File: src/rtl/ram_arbiter.sv
// ram_arbiter: shares one single-port RAM between NB_MASTERS requesters.
//
// Each cycle, the pending requests are arbitrated (fixed priority or round-robin, chosen by MODE)
// and the winner's access is issued to the RAM from registers in the next cycle.
// The RAM is expected to present read data on ram_out in the same cycle that ram_enable/ram_adr
// are driven (asynchronous or flow-through read). That data is registered together with the
// rvalid pulse, so every output of this block comes straight from a flop.
//
// Ports:
//   clk, rst_n, ce  - rising-edge clock, synchronous active-low reset, clock enable
//   boot            - restricts eligibility to master 0
//   req, rw         - per-master request and direction (1 = write)
//   adr, wdata      - flattened per-master address / write data, master i in slice i
//   gnt, rvalid     - one-hot pulses: access issued / read data valid
//   rdata           - read data shared by all masters, qualified by rvalid
//   ram_enable, ram_rw, ram_adr, ram_in, ram_out - single-port RAM interface
module ram_arbiter #(
    parameter int unsigned NB_MASTERS    = 2,
    parameter int unsigned DATA_WIDTH    = 16,
    parameter int unsigned RAM_ADR_WIDTH = 6,
    parameter int unsigned MODE          = 1
) (
    input  logic                                clk,
    input  logic                                rst_n,
    input  logic                                ce,
    input  logic                                boot,
    input  logic [NB_MASTERS-1:0]               req,
    input  logic [NB_MASTERS-1:0]               rw,
    input  logic [NB_MASTERS*RAM_ADR_WIDTH-1:0] adr,
    input  logic [NB_MASTERS*DATA_WIDTH-1:0]    wdata,
    output logic [NB_MASTERS-1:0]               gnt,
    output logic [NB_MASTERS-1:0]               rvalid,
    output logic [DATA_WIDTH-1:0]               rdata,
    output logic                                ram_enable,
    output logic                                ram_rw,
    output logic [RAM_ADR_WIDTH-1:0]            ram_adr,
    output logic [DATA_WIDTH-1:0]               ram_in,
    input  logic [DATA_WIDTH-1:0]               ram_out
);

    localparam int unsigned IdxW = (NB_MASTERS > 1) ? $clog2(NB_MASTERS) : 1;
    localparam logic [NB_MASTERS-1:0] Master0 = {{(NB_MASTERS-1){1'b0}}, 1'b1};

    logic [NB_MASTERS-1:0]    gnt_q, gnt_d, rvalid_q, eligible;
    logic [DATA_WIDTH-1:0]    rdata_q, ram_in_q, sel_wdata;
    logic [RAM_ADR_WIDTH-1:0] ram_adr_q, sel_adr;
    logic                     ram_enable_q, ram_rw_q, sel_rw, found, read_done;
    logic [IdxW-1:0]          ptr_q, ptr_d, winner;

    always_comb begin
        int unsigned idx;
        idx = 0;

        // The master being issued right now still holds req until it sees gnt; masking it
        // here keeps the same request from being issued twice.
        eligible = req & ~gnt_q;
        if (boot) begin
            eligible = eligible & Master0;
        end

        found  = 1'b0;
        winner = '0;
        for (int unsigned o = 0; o < NB_MASTERS; o++) begin
            if (MODE == 0) begin
                idx = o;
            end else begin
                // Search starts at the pointer and wraps past the last master.
                idx = 32'(ptr_q) + o;
                if (idx >= NB_MASTERS) begin
                    idx = idx - NB_MASTERS;
                end
            end
            if (!found && eligible[IdxW'(idx)]) begin
                found  = 1'b1;
                winner = IdxW'(idx);
            end
        end

        sel_rw    = 1'b0;
        sel_adr   = '0;
        sel_wdata = '0;
        for (int unsigned i = 0; i < NB_MASTERS; i++) begin
            if (winner == IdxW'(i)) begin
                sel_rw    = rw[i];
                sel_adr   = adr[i*RAM_ADR_WIDTH +: RAM_ADR_WIDTH];
                sel_wdata = wdata[i*DATA_WIDTH +: DATA_WIDTH];
            end
        end

        gnt_d     = found ? (Master0 << winner) : '0;
        ptr_d     = (winner == IdxW'(NB_MASTERS - 1)) ? '0 : winner + IdxW'(1);
        read_done = ram_enable_q & ~ram_rw_q;
    end

    always_ff @(posedge clk) begin
        if (!rst_n) begin
            gnt_q        <= '0;
            rvalid_q     <= '0;
            rdata_q      <= '0;
            ram_enable_q <= 1'b0;
            ram_rw_q     <= 1'b0;
            ram_adr_q    <= '0;
            ram_in_q     <= '0;
            ptr_q        <= '0;
        end else if (ce) begin
            gnt_q        <= gnt_d;
            ram_enable_q <= found;
            if (found) begin
                ram_rw_q  <= sel_rw;
                ram_adr_q <= sel_adr;
                ram_in_q  <= sel_wdata;
                ptr_q     <= ptr_d;
            end
            // A read issued last cycle returns to whoever was granted it.
            rvalid_q <= read_done ? gnt_q : '0;
            if (read_done) begin
                rdata_q <= ram_out;
            end
        end
    end

    assign gnt        = gnt_q;
    assign rvalid     = rvalid_q;
    assign rdata      = rdata_q;
    assign ram_enable = ram_enable_q;
    assign ram_rw     = ram_rw_q;
    assign ram_adr    = ram_adr_q;
    assign ram_in     = ram_in_q;

endmodule

File: config.mk
export PLATFORM = sky130hd
export DESIGN_NAME = ram_arbiter
export DESIGN_NICKNAME = d
export VERILOG_FILES = /design/src/rtl/ram_arbiter.sv
export SDC_FILE = /design/constraint.sdc
export NUM_CORES = 1
export LEC_CHECK = 0
export ABC_AREA = 1
export CAP_MARGIN = 20
export CORE_ASPECT_RATIO = 0.7
export CORE_MARGIN = 2
export CORE_UTILIZATION = 39
export CTS_CLUSTER_DIAMETER = 200
export CTS_CLUSTER_SIZE = 10
export DETAILED_ROUTE_END_ITERATION = 7
export PLACE_DENSITY = 0.84
export RECOVER_POWER = 100
export SYNTH_ARGS = -nofsm -noshare
export SYNTH_HDL_FRONTEND = slang
export SYNTH_SLANG_ARGS = --single-unit
File: constraint.sdc
create_clock -name clk -period 1.3 [get_ports clk]
set_input_delay 0.195 -clock clk [delete_from_list [all_inputs] [get_ports clk]]
set_output_delay 0.195 -clock clk [all_outputs]
set_load 0.05 [all_outputs]
==> results.md <==
- Register area share after synthesis: ~42%
- Drt first pass iters: 4
- Ports: roughly 110
- Vias in the first global route: around 2400
- Synth Register Bits: 45
- Largest family of logic cells by synthesized area: simple AND/OR/NAND/NOR gates
- Fin cells: between 500 and 600
- VDD IR-drop max: a little over 0.5 mV
- XOR/XNOR Fraction of Synth Area: 0%
- HPWL Detailed: 4740 um
- Critical path, cell by cell: inv_4, nand2_4, nor2_4, nand2_4, clkbuf_16, nand2_1, nand2_1, nor2_1, nor2_1
- Cell Pwr Density: 1020 nW/um^2
- Switching pwr: approximately 1200 uW
- Clock Skews: between 0.007 and 0.008 ns
- Number of synthesized flops with an enable pin: 0
- Final #Nets: between 500 and 600
- Clk buf depth: 2
- Share of the synthesized area in the top cell type: between 40% and 50%
- Sequential cell area: slightly above 900 sq um
- Post-cts hold buffer count: 0
- Post-DR vias/cell: ~4.4
- Worst Hold Class: flop to flop
- Routed WL per cell: 12.0 um
- Die W: 92.2 um
- Die area: 6060 sq um
- CTS tree: done
- Routed via count: 2410
- Final core area utilization: about two thirds
- Adder-cell share of the synthesized area: 0%
- Worst Setup Start Kind: flop
- Fmax: 0.786 GHz
- DRC viols: 0
- DR iter-0 viols: 102
- RSZ-0062 raised after global routing: true
- Yosys top cell by area: dfxtp_1
- Comb power frac: around a third
- Final period utilization: 97.8%
- Top sig layer: met4
- Synth Area in Simple Gates: between 30% and 40%
- Placer congestion estimate: ~0.8
- Hold WS: between 0.4 and 0.5 ns
- Area of the multi-input gates: 961 sq um
- Compound-Gate Fraction of Synth Area: roughly 6.2%
- Post-Syn Area: ~2100 sq um
- Total inserted antenna cells: 0
- Syn Inst Count: about 350
- CP Capture Type: flop
- Most frequent cell after synthesis: nand2_1
- Drt total wl: about 6500 um
- Setup CP Type: flop to flop
- Share of cells above drive strength 1: a little under a fifth
- Initial antenna violation count: 0
- CTS HTree Levels: 2
- Rel. slew slack: around four fifths
- Status: finished clean
- # setup viols final: 0
- Port Buf Inserts: 111
- Layout fillers: between 400 and 500
- Clk root buf: clkbuf_8
- Fin. max-slew vios: 0
- Cell Int Power: 2330 uW
- Hold Fails Final Rpt: 0
- Total congestion overflow: 0
- Die H: between 60 and 70 um
- Multiplexer share of the synthesized area: 0%
- Critical-path top delay cell: dfxtp_4
- Post-Place Cells: roughly 530
- Sw frac: 34.7%
- Worst-skew pair later-pin latency: about 0.3 ns
- Synth unique cells: 18
- CP max stage delay: 0.36 ns
- Layout area overhead: 63.9%
- Yosys warns: 0
- Antenna Nets Post-Route: 0
- Ys async rst share: 0%
- Leak pwr: about 0.0018 uW
- M1 WL: about 2700 um
- Mapped Avg Cell Area: just over 6 sq um
- TritonCTS Buffers: 5
- Most frequently used flop master after synthesis: dfxtp_1
- Worst-margin pin slew: ~0.29 ns
- Max Cap Viol: 0
- Clock Power Share: 24.8%
- Final min period: around 1.3 ns
- Clock sinks: 45
- First-pass GRT wire length: just over 10000 um
- Core region area: 5260 sq um
- Worst Path Max Fanout: 9
- Starting Density: 40.4%
- Critical Path RT: 1.50 ns
- WL met2: 3180 um
- Ranking of synthesized cells by area: dfxtp_1, nand2_1, nor2_1, inv_1, o21ai_1
- Flop pwr share: a little over two fifths
- Net count after synthesis: 414
- Clk pin slew, worst setup/hold paths: ~0.090 ns
- Pin count of the biggest net entering global routing: 25
- CP Data Arrival Time: approximately 1.5 ns
- FP Rows: 22
- Routed wl met3: around 580 um
- Post-synth top cells: nand2_1, nor2_1, inv_1
- Total Routing Usage GR: 21.5%
==> critical path, delay by kind of cell, from the launching register on <==
| kind | cells | cell delay [ns] |
|---|---|---|
| buffers and inverters | 2 | 0.25 |
| flip-flops | 1 | 0.36 |
| AND/OR/NAND/NOR | 7 | 0.56 |
==> cells in the final DEF (no fill, tap or decap), drive strengths merged <==
cell type and count:
nor2 102, nand3b 1, dlymetal6s2s 2, clkinvlp 1, inv 53, nand2 105, clkdlybuf4s50 65, buf 22
clkbuf 48, dfxtp 45, nand3 2, a21oi 7, o21ai 17, clkinv 1
==> through the flow <==
step	cell area (sq um)	TNS [ns]	setup slack (ns)	power, uW
5_1_grt	3480	-0.174	-0.0436	3750
2_1_floorplan	2130	0	0.00680	2210
6_report	3480	0	0.0284	3570
4_1_cts	3990	0	0.0101	3860
3_3_place_gp	3850	-6.34	-0.265	2930
3_5_place_dp	3850	-7.06	-0.261	2960
==> logic make-up after synthesis <==
group	after synthesis
and+or+nand+nor	210
buffers and inverters	67
AOI/OAI and AO/OA	24
DFF	45
==> repair_timing <==
| item | CTS | global route |
|---|---|---|
| endpoints found under the setup margin | 1 | 24 |
| resized for setup | 7 | 9 |
| cloned | 1 | 2 |
| buffers inserted | 0 | 3 |
| pin swaps | 2 | 6 |
==> worst paths after layout <==
path	slack, ns	endpoint	depth (start not counted)	start
setup / recovery	0.03	ram_in[0]$_SDFFE_PN0P_	9	gnt[1]$_SDFFE_PN0P_
hold / removal	0.46	ptr_q$_SDFFE_PN0P_	2	ptr_q$_SDFFE_PN0P_
setup reg to reg	0.03	ram_in[0]$_SDFFE_PN0P_	9	gnt[1]$_SDFFE_PN0P_
hold reg to reg	0.46	ptr_q$_SDFFE_PN0P_	2	ptr_q$_SDFFE_PN0P_
==> registers in the layout (all words and copies together), names as in the netlist <==
| signal | cells |
|---|---|
| rdata | 16 |
| ram_adr | 6 |
| ram_rw | 1 |
| rvalid | 2 |
| gnt | 2 |
| ram_enable | 1 |
| ram_in | 16 |
| ptr_q | 1 |
==> power groups by stage <==
stage / sequential, uW / combinational [uW] / clock [uW]
after detailed placement: 1610 / 1350 / 0
after global routing: 1540 / 1250 / 956
after global placement: 1610 / 1320 / 0
after CTS: 1580 / 1380 / 902
final: 1520 / 1160 / 883
after floorplan: 1880 / 331 / 0
==> final cells by class <==
type / count / share of cell area (%)
Clock buffer: 5 / 1.98
Inverter: 52 / 5.68
Timing Repair Buffer: 132 / 35.4
Tap cell: 72 / 2.59
Sequential cell: 45 / 26.1
Clock inverter: 3 / 0.611
Multi-Input combinational cell: 234 / 27.6
==> metal layers <==
layer,vias up,GRT usage (%)
met1,1057,25.2
met2,88,38.9
met5,-,0
li1,1258,-
met3,7,6.88
met4,0,4.48
Note: power is estimated with default switching activity, not from simulation.
